[config.mk]
export PLATFORM = sky130hd
export DESIGN_NAME = tboom_rmt_checkpoint_ctrl_flat
export DESIGN_NICKNAME = d
export VERILOG_FILES = /design/src/rtl/tboom_rmt_checkpoint_ctrl_if.sv /design/src/rtl/tboom_rmt_checkpoint_ctrl.sv /design/src/flat_wrapper.sv
export SDC_FILE = /design/constraint.sdc
export NUM_CORES = 1
export LEC_CHECK = 0
export CAP_MARGIN = 15
export CORE_MARGIN = 4
export CORE_UTILIZATION = 40
export CTS_BUF_LIST = sky130_fd_sc_hd__clkbuf_8
export CTS_CLUSTER_SIZE = 16
export DETAILED_ROUTE_END_ITERATION = 16
export PLACE_DENSITY = 0.58
export SLEW_MARGIN = 20
export SYNTH_ARGS = -nofsm -noshare
export SYNTH_HDL_FRONTEND = slang
export SYNTH_SLANG_ARGS = --single-unit
export TNS_END_PERCENT = 100
[constraint.sdc]
create_clock -name clk -period 5 [get_ports clk]
set_clock_uncertainty 0.15 [all_clocks]
set_input_delay 0.75 -clock clk [delete_from_list [all_inputs] [get_ports clk]]
set_output_delay 0.75 -clock clk [all_outputs]
set_load 0.01 [all_outputs]
[src/rtl/tboom_rmt_checkpoint_ctrl_if.sv]
// ---------------------------------------------------------------------------
// tboom_rmt_checkpoint_ctrl_if
// Bundle between decode/branch-unit and the RMT checkpoint slot manager.
//   master : the decode/branch-unit side (drives requests, resolves, mispredicts)
//   slave  : the checkpoint controller (drives grants, RMT strobes, status)
// Signals:
//   alloc_req/alloc_gnt/alloc_tag/alloc_ready : checkpoint allocation handshake
//   resolve_valid/resolve_tag                 : correct branch resolution
//   mispredict_valid/mispredict_tag           : branch mispredict
//   rmt_checkpoint/rmt_restore/rmt_pos        : RMT snapshot/restore controls
//   rename_stall, full, empty, count          : status
//   err_sticky                                : only with TBOOM_CKPT_ERR_EN
// ---------------------------------------------------------------------------
interface tboom_rmt_checkpoint_ctrl_if #(
  parameter int CHECKPOINT_DEPTH = 8
);
  localparam int TAG_W = $clog2(CHECKPOINT_DEPTH);

  logic             alloc_req;
  logic             alloc_gnt;
  logic [TAG_W-1:0] alloc_tag;
  logic             alloc_ready;
  logic             resolve_valid;
  logic [TAG_W-1:0] resolve_tag;
  logic             mispredict_valid;
  logic [TAG_W-1:0] mispredict_tag;
  logic             rmt_checkpoint;
  logic             rmt_restore;
  logic [TAG_W-1:0] rmt_pos;
  logic             rename_stall;
  logic             full;
  logic             empty;
  logic [TAG_W:0]   count;
`ifdef TBOOM_CKPT_ERR_EN
  logic             err_sticky;
`endif

  modport master (
    output alloc_req, resolve_valid, resolve_tag, mispredict_valid, mispredict_tag,
    input  alloc_gnt, alloc_tag, alloc_ready, rmt_checkpoint, rmt_restore, rmt_pos,
           rename_stall, full, empty, count
`ifdef TBOOM_CKPT_ERR_EN
    , input err_sticky
`endif
  );

  modport slave (
    input  alloc_req, resolve_valid, resolve_tag, mispredict_valid, mispredict_tag,
    output alloc_gnt, alloc_tag, alloc_ready, rmt_checkpoint, rmt_restore, rmt_pos,
           rename_stall, full, empty, count
`ifdef TBOOM_CKPT_ERR_EN
    , output err_sticky
`endif
  );
endinterface

[src/rtl/tboom_rmt_checkpoint_ctrl.sv]
// ---------------------------------------------------------------------------
// tboom_rmt_checkpoint_ctrl
// Checkpoint-slot manager and mispredict recovery sequencer for the rename map
// table checkpoint buffer. Slots are handed to branches in program order as a
// circular queue (head = oldest live slot, tail = next slot to allocate).
// Correctly resolved slots retire in order from head; a mispredict discards the
// mispredicted slot and everything younger, pulses the RMT restore and stalls
// rename for two cycles (RESTORE, SETTLE).
// Ports:
//   clk   : clock, all state updates on posedge
//   rst_n : synchronous active-low reset
//   bus   : tboom_rmt_checkpoint_ctrl_if.slave (alloc/resolve/mispredict in,
//           grant, RMT checkpoint/restore controls and status out)
// Optional: define TBOOM_CKPT_ERR_EN to add bus.err_sticky, a sticky flag for
// protocol violations (non-live resolve/mispredict, mispredict outside IDLE,
// alloc_req while full).
// ---------------------------------------------------------------------------
module tboom_rmt_checkpoint_ctrl #(
  parameter int CHECKPOINT_DEPTH = 8
) (
  input  logic                        clk,
  input  logic                        rst_n,
  tboom_rmt_checkpoint_ctrl_if.slave  bus
);
  localparam int TAG_W = $clog2(CHECKPOINT_DEPTH);

  typedef enum logic [1:0] {IDLE, RESTORE, SETTLE} state_t;

  state_t                      state_q, state_next;
  logic [TAG_W-1:0]            head_q, tail_q, restore_tag_q;
  logic [TAG_W:0]              count_q, count_next;
  logic [CHECKPOINT_DEPTH-1:0] live_q, done_q, live_next, done_next, flush_mask;

  logic             full, empty, alloc_ready, alloc_gnt;
  logic             retire, mp_acc, res_apply;
  logic             rmt_restore, rename_stall;
  logic [TAG_W-1:0] mp_off, res_off;

  // Age of a tag is its distance from head; smaller offset means older.
  assign mp_off  = bus.mispredict_tag - head_q;
  assign res_off = bus.resolve_tag - head_q;

  assign full  = (count_q == (TAG_W+1)'(CHECKPOINT_DEPTH));
  assign empty = (count_q == '0);

  assign mp_acc = bus.mispredict_valid && (state_q == IDLE) && live_q[bus.mispredict_tag];

  // Any mispredict request blocks the grant, so a mispredict always wins
  // over a same-cycle allocation.
  assign alloc_ready = (state_q == IDLE) && !full && !bus.mispredict_valid;
  assign alloc_gnt   = bus.alloc_req && alloc_ready;

  // A mispredict on head flushes head itself, so it cannot retire as well.
  assign retire = live_q[head_q] && done_q[head_q] && !(mp_acc && (mp_off == '0));

  // A resolve racing an accepted mispredict survives only for older slots.
  assign res_apply = bus.resolve_valid && live_q[bus.resolve_tag] &&
                     (!mp_acc || (res_off < mp_off));

  // NOTE: every signal written here gets a default first, so partial
  // assignment under the if-chain cannot infer a latch.
  always_comb begin
    flush_mask = '0;
    live_next  = live_q;
    done_next  = done_q;
    for (int i = 0; i < CHECKPOINT_DEPTH; i++) begin
      flush_mask[i] = ((TAG_W'(i) - head_q) >= mp_off);
    end
    if (res_apply) done_next[bus.resolve_tag] = 1'b1;
    if (retire)    live_next[head_q] = 1'b0;
    if (alloc_gnt) begin
      live_next[tail_q] = 1'b1;
      done_next[tail_q] = 1'b0;
    end
    if (mp_acc)    live_next = live_next & ~flush_mask;
  end

  always_comb begin
    if (mp_acc) begin
      count_next = {1'b0, mp_off} - {{TAG_W{1'b0}}, retire};
    end else begin
      count_next = count_q + {{TAG_W{1'b0}}, alloc_gnt} - {{TAG_W{1'b0}}, retire};
    end
  end

  // NOTE: the live/done valid bits are reset along with the pointers; unlike a
  // data array they define which slots exist, so they must start cleared.
  always_ff @(posedge clk) begin
    if (!rst_n) begin
      head_q        <= '0;
      tail_q        <= '0;
      count_q       <= '0;
      live_q        <= '0;
      done_q        <= '0;
      restore_tag_q <= '0;
    end else begin
      // NOTE: non-blocking assignments here so every update samples the
      // pre-edge state, independent of statement order.
      live_q  <= live_next;
      done_q  <= done_next;
      count_q <= count_next;
      if (retire)    head_q <= head_q + 1'b1;
      if (alloc_gnt) tail_q <= tail_q + 1'b1;
      if (mp_acc) begin
        tail_q        <= bus.mispredict_tag;
        restore_tag_q <= bus.mispredict_tag;
      end
    end
  end

  // Recovery FSM: state register.
  always_ff @(posedge clk) begin
    if (!rst_n) state_q <= IDLE;
    else        state_q <= state_next;
  end

  // Recovery FSM: next state and outputs. SETTLE covers the RMT's registered
  // read latency before rename may resume.
  always_comb begin
    state_next   = state_q;
    rmt_restore  = 1'b0;
    rename_stall = 1'b0;
    unique case (state_q)
      IDLE:    if (mp_acc) state_next = RESTORE;
      RESTORE: begin
        rmt_restore  = 1'b1;
        rename_stall = 1'b1;
        state_next   = SETTLE;
      end
      SETTLE: begin
        rename_stall = 1'b1;
        state_next   = IDLE;
      end
      default: state_next = IDLE;
    endcase
  end

`ifdef TBOOM_CKPT_ERR_EN
  logic err_q;
  always_ff @(posedge clk) begin
    if (!rst_n) begin
      err_q <= 1'b0;
    end else if ((bus.resolve_valid && !live_q[bus.resolve_tag]) ||
                 (bus.mispredict_valid && ((state_q != IDLE) || !live_q[bus.mispredict_tag])) ||
                 (bus.alloc_req && full)) begin
      err_q <= 1'b1;
    end
  end
  assign bus.err_sticky = err_q;
`endif

  assign bus.alloc_gnt      = alloc_gnt;
  assign bus.alloc_tag      = tail_q;
  assign bus.alloc_ready    = alloc_ready;
  assign bus.rmt_checkpoint = alloc_gnt;
  assign bus.rmt_restore    = rmt_restore;
  assign bus.rmt_pos        = rmt_restore ? restore_tag_q : tail_q;
  assign bus.rename_stall   = rename_stall;
  assign bus.full           = full;
  assign bus.empty          = empty;
  assign bus.count          = count_q;

endmodule

[src/flat_wrapper.sv]
// flat-port wrapper written by rule: the top's interface ports become plain ports
module tboom_rmt_checkpoint_ctrl_flat 
#(
  parameter int CHECKPOINT_DEPTH = 8
)
  (clk, rst_n, bus_alloc_req, bus_resolve_valid, bus_resolve_tag, bus_mispredict_valid, bus_mispredict_tag, bus_alloc_gnt, bus_alloc_tag, bus_alloc_ready, bus_rmt_checkpoint, bus_rmt_restore, bus_rmt_pos, bus_rename_stall, bus_full, bus_empty, bus_count);
  tboom_rmt_checkpoint_ctrl_if #(.CHECKPOINT_DEPTH(CHECKPOINT_DEPTH)) bus_i ();
  input  logic clk;
  input  logic rst_n;
  input wire logic [$bits(bus_i.alloc_req)-1:0] bus_alloc_req;
  input wire logic [$bits(bus_i.resolve_valid)-1:0] bus_resolve_valid;
  input wire logic [$bits(bus_i.resolve_tag)-1:0] bus_resolve_tag;
  input wire logic [$bits(bus_i.mispredict_valid)-1:0] bus_mispredict_valid;
  input wire logic [$bits(bus_i.mispredict_tag)-1:0] bus_mispredict_tag;
  output wire logic [$bits(bus_i.alloc_gnt)-1:0] bus_alloc_gnt;
  output wire logic [$bits(bus_i.alloc_tag)-1:0] bus_alloc_tag;
  output wire logic [$bits(bus_i.alloc_ready)-1:0] bus_alloc_ready;
  output wire logic [$bits(bus_i.rmt_checkpoint)-1:0] bus_rmt_checkpoint;
  output wire logic [$bits(bus_i.rmt_restore)-1:0] bus_rmt_restore;
  output wire logic [$bits(bus_i.rmt_pos)-1:0] bus_rmt_pos;
  output wire logic [$bits(bus_i.rename_stall)-1:0] bus_rename_stall;
  output wire logic [$bits(bus_i.full)-1:0] bus_full;
  output wire logic [$bits(bus_i.empty)-1:0] bus_empty;
  output wire logic [$bits(bus_i.count)-1:0] bus_count;
  assign bus_i.alloc_req = bus_alloc_req;
  assign bus_i.resolve_valid = bus_resolve_valid;
  assign bus_i.resolve_tag = bus_resolve_tag;
  assign bus_i.mispredict_valid = bus_mispredict_valid;
  assign bus_i.mispredict_tag = bus_mispredict_tag;
  assign bus_alloc_gnt = bus_i.alloc_gnt;
  assign bus_alloc_tag = bus_i.alloc_tag;
  assign bus_alloc_ready = bus_i.alloc_ready;
  assign bus_rmt_checkpoint = bus_i.rmt_checkpoint;
  assign bus_rmt_restore = bus_i.rmt_restore;
  assign bus_rmt_pos = bus_i.rmt_pos;
  assign bus_rename_stall = bus_i.rename_stall;
  assign bus_full = bus_i.full;
  assign bus_empty = bus_i.empty;
  assign bus_count = bus_i.count;
  tboom_rmt_checkpoint_ctrl #(.CHECKPOINT_DEPTH(CHECKPOINT_DEPTH)) u_core (.clk(clk), .rst_n(rst_n), .bus(bus_i));
endmodule
Yosys cells after proc, flatten, opt, wreduce, memory -nomap -nowiden
Index checks and enable logic that the tools add are counted.
{"block": "word_totals", "regBits": 31, "input_bits": 11, "output_inout_bits": 17, "elab_cells": 100}
{"block": "classes", "addsub": 15, "magnitude_cmp": 16, "eq_ne": 4, "muxes": 27, "n_bitwise": 8, "n_reduce_logical": 23}
{"cell": "$mux 8", "n": 5}
{"cell": "$and 8x8->8", "n": 3}
{"cell": "$ge 3x3->1", "n": 8}
{"cell": "$not 8->8", "n": 3}
{"cell": "$lt 3x4->1 const B", "n": 4}
{"cell": "$or 8x8->8", "n": 2}
{"cell": "$logic_and 1x1->1", "n": 13}
{"cell": "$bmux 1 s3", "n": 4}
{"cell": "$sub 3x3->3 const A", "n": 4}
{"cell": "$demux 1 s3", "n": 3}
{"cell": "$ge 3x1->1 const B", "n": 3}
{"cell": "$mux 1", "n": 9}
{"cell": "$mux 3", "n": 3}
{"cell": "$add 3x1->3 const B", "n": 2}
{"cell": "$sub 1x3->3 const A", "n": 2}
{"cell": "$sub 2x3->3 const A", "n": 2}
{"cell": "$sub 3x3->3", "n": 2}
{"cell": "$add 4x1->4", "n": 1}
{"cell": "$eq 4x4->1 const B", "n": 1}
{"cell": "$logic_not 1->1", "n": 4}
{"cell": "$logic_not 4->1", "n": 1}
{"cell": "$mux 4", "n": 1}
{"cell": "$pmux 2 s2", "n": 1}
{"cell": "$sub 3x1->4", "n": 1}
{"cell": "other kinds (11)", "n": 11}

Logic depth before layout (Yosys ltp)
{"block": "depth", "word_depth": 11, "mapped_depth": 16, "mapped_depth_nobuf": 15}

Least setup slack after synthesis
No wires, ideal clock.
{"block": "synth_path", "path_type": "input -> register", "startpoint": "input port bus_mispredict_tag[0]", "endpoint": "register u_core.count_q[2], in the netlist u_core.bus.count[2]", "setup_ps": 76, "t_arrival_ps": 3947, "slack_ps": 828, "cell_stages": 16, "path_buffers": 1, "cell_sequence": "buf_6 -> inv_1 -> ha_1 -> fa_1 -> xnor2_4 -> xnor2_1 -> and3_4 -> a221oi_4 -> ha_1 -> inv_1 -> ha_1 -> inv_1 -> fa_1 -> xnor2_1 -> nand2_1 -> a21boi_0"}
{"block": "synth_via", "elab_chain_cells": 8, "word_cells_on_any_way": 11, "cone_classes": "add/sub (3); mux (3); reduce/logical (5)"}
{"element": "start, declared", "line": "flat_wrapper.sv:14", "text": "input wire logic [$bits(bus_i.mispredict_tag)-1:0] bus_mispredict_tag;"}
{"element": "parallel branches: the longest is 7 deep, another holds $sub 4x1->4"}
{"element": "$mux 4 *", "line": "tboom_rmt_checkpoint_ctrl.sv:79", "text": "if (mp_acc) begin"}
{"element": "end signal, assigned", "line": "tboom_rmt_checkpoint_ctrl.sv:101", "text": "count_q <= count_next;"}
{"element": "end, declared", "line": "tboom_rmt_checkpoint_ctrl.sv:31", "text": "logic [TAG_W:0] count_q, count_next;"}
Every way passes the cells marked *. The select of a mux whose other input is x is not followed.
A chain may end at the register's enable or synchronous reset.

Worst setup path after layout
{"block": "layout_path", "startpoint": "input port bus_mispredict_tag[1]", "endpoint": "register u_core.count_q[2], in the netlist u_core.bus.count[2]"}
Same word-level chain as after synthesis.

==> run metrics <==
outcome=finished, final reports clean; fin. max-slew vios=0; layer with the highest usage=met2; Synth Area in Simple Gates=0.222; number of port buffers=27; Cell Area, Placed=2850 sq um; maximum vdd drop=0.172 mV; syn_nets=338; Setup crit end=u_core.bus.count[2]; Hold Path Class=reg2reg; clock-pin transition on the worst setup and hold timing paths=0.07 ns; Synth Instances=292; met3 usage=0.0303; die span in x=87.4 um; Cell variety after synth=55; Layout area overhead=16.8%; Primary FF master, synth=dfxtp_1; Slew @ Worst Pin=0.798 ns; Buf/Inv on CP=4; register area share after synthesis=0.246; clock sinks=31; CP max FO=6; LEAKAGE=1.16 nW; FF-to-FF End=u_core.bus.count[2]; # setup viols final=0; DRT iter0 DRCs=111; Netlist Area Pre-Place=2520 sq um; post-layout instance area=2950 sq um; CP max-delay cell=clkdlybuf4s50_1; CTS buffer count=5; Compound-Gate Fraction of Synth Area=0.197; nets=365; maximum clock frequency=0.236 GHz; Worst Setup SP=bus_mispredict_tag[1]; Total Routed Length=6510 um; post-layout util=0.489; setup slack, reg-to-reg=1.30 ns; antenna viol nets, final=0; CP most frequent cell=inv_1; Antenna diodes=0; mux cell area share after synthesis=0.0357; share of layout cells above drive strength 1=0.0875; core area=6030 sq um; Tot GR Track Use=0.188; WP data required=5.06 ns; max cap viols=0; setup TNS=0 ns; Final Worst Setup Slack=0.765 ns; met2 GRT Util=0.318; max_slew headroom=0.464; Critical Path AT=4.30 ns; vias in the first global route=2213; Max Buffers Root-to-Sink=2; Synth top area share=0.246; IO Pins=28; Die H=87.4 um; hold_buf cts=0; Pwr Density=290 nW/um^2; yosys warns=0; CTS tree=built; Setup crit end kind=flip-flop; fin crit period=4.24 ns; critical path depth=15; delay-heaviest family, CP=adder cells; global-route wire length before repair=11400 um; R2R Path Start=u_core.head_q[0]; drt via density=5.53; Final Hold Viols=0; die area=7640 sq um; startpoint types=primary input; hold path startpoint=u_core.done_q[2]; drt drc=0; met1 GRT Util=0.248; commonest non-fill, non-tap cell in the layout=nand2_1; htree depth=2; XOR/XNOR Fraction of Synth Area=0.0491; detailed placement HPWL=5030 um; Placement Setup Slack=0.442 ns; row cnt=28; worst reg2reg path depth=14; worst-skew pair later-pin latency=0.28 ns; GRT Residual Overflow=0; largest family of logic cells by synthesized area=simple AND/OR/NAND/NOR gates; worst path cell trace=clkdlybuf4s50_1, inv_1, fa_1, xnor2_4, xnor2_1, and3_4, a221oi_4, ha_1, inv_1, ha_1, inv_1, fa_1, xnor2_1, nand2_1, a21boi_0; Setup Buffers After CTS=0; GP Congestion=0.814; Mean Syn Cell Area=8.64 sq um; RSZ-0062 raised after global routing=false; max incr delay on CP=0.66 ns; antenna violations before repair=0; DR vias=2183; DRT Pass-1 Iters=4; Starting Density=0.419; routed len/inst=16.5 um; Post-Synth Adder-Cell Area=0.187; ranking of synthesized cells by area=dfxtp_1 25%, ha_1 16%, nand2_1 5.5%; #FFs+latches synth=31; Post-synth EDFFs=0; Post-synth ARST share=0; PostCTS Resize Cnt=0; critical path class=in2reg; period utilization=0.847; fill cell count=592; largest net degree at the start of global routing=22; CTS root buf=clkbuf_8; commonest non-fill, non-tap cells in the layout=37 x nand2_1, 32 x ha_1, 31 x dfxtp_1; area leader, netlist=dfxtp_1
[logic make-up (layout without fill, tap and decap cells)]
kind of cell | Yosys count | after routing
flip-flops | 31 | 31
multiplexers | 8 | 8
AO/OA/AOI/OAI | 68 | 68
AND/OR/NAND/NOR | 102 | 102
XOR/XNOR | 12 | 12
adder cells (fa/ha/maj) | 36 | 36
buffers and inverters | 35 | 63
[layer usage]
layer | vias up | wire (um)
met5 | - | 0
met4 | 0 | 44
li1 | 1096 | -
met3 | 5 | 270
met1 | 1037 | 3080
met2 | 45 | 3120
[worst min-delay path: cells and delay by family (launching register included)]
| family | cells | cell delay [ns] |
|---|---|---|
| flops | 1 | 0.31 |
| simple gates | 1 | 0.05 |
| compound gates | 1 | 0.05 |
[how the worst min path moves through the flow]
| stage | end | slack [ns] | cells after the start |
|---|---|---|---|
| 2_1_floorplan | u_core.done_q[7] | 0.28 | 2 |
| 3_3_place_gp | u_core.done_q[7] | 0.29 | 2 |
| 3_5_place_dp | u_core.done_q[0] | 0.30 | 2 |
| 4_1_cts | u_core.done_q[1] | 0.31 | 2 |
| 5_1_grt | u_core.done_q[4] | 0.34 | 2 |
| 6_report | u_core.done_q[2] | 0.30 | 2 |
[Yosys cell counts (2+ instances only)]
cell type / number
fa_1: 3
and3_1: 3
nand3_1: 4
a211oi_1: 3
and2_1: 4
inv_1: 23
nor4b_1: 3
o211ai_1: 5
mux2_2: 4
a21boi_1: 3
xnor2_1: 7
mux2i_1: 3
xor2_1: 4
nor2_1: 7
nor3b_1: 3
dfxtp_1: 31
a21oi_1: 23
a21boi_0: 4
o221ai_1: 5
a31oi_1: 2
ha_1: 32
nand4_1: 12
nor2b_1: 11
o21ai_0: 9
nor3_1: 6
clkbuf_1: 5
a21o_1: 4
nand2b_1: 3
buf_2: 2
buf_6: 3
nand2_1: 37
[flip-flops by register name, summed over array words and instances (netlist names)]
signal / flops
u_core.done_q: 8
u_core.live_q: 8
u_core.bus.count: 4
u_core.bus.alloc_tag: 3
u_core.head_q: 3
u_core.restore_tag_q: 3
u_core.state_q: 2
[report_power, final]
part | internal (mW) | total (mW) | switching (mW)
Sequential | 0.271 | 0.298 | 0.0272
Combinational | 0.173 | 0.334 | 0.161
Clock | 0.124 | 0.223 | 0.0998
[final cells by class]
class	count	area [sq um]	area share
multi-input combinational	226	1740	0.591
clock inverter	1	3.75	0.00127
clock buffer	7	96.3	0.0327
timing repair buffer	31	300	0.102
tap	75	93.8	0.0318
inverter	24	90.1	0.0306
sequential	31	621	0.211
[through the flow]
stage                     power (mW)  instances  hold slack [ns]
final                          0.856        395            0.303
after detailed placement       0.643        387            0.297
after floorplan                0.514        292            0.277
after CTS                      0.867        395            0.306
after global routing           0.927        395            0.337
after global placement         0.638        387            0.291
Note: power is estimated with default switching activity, not from simulation.
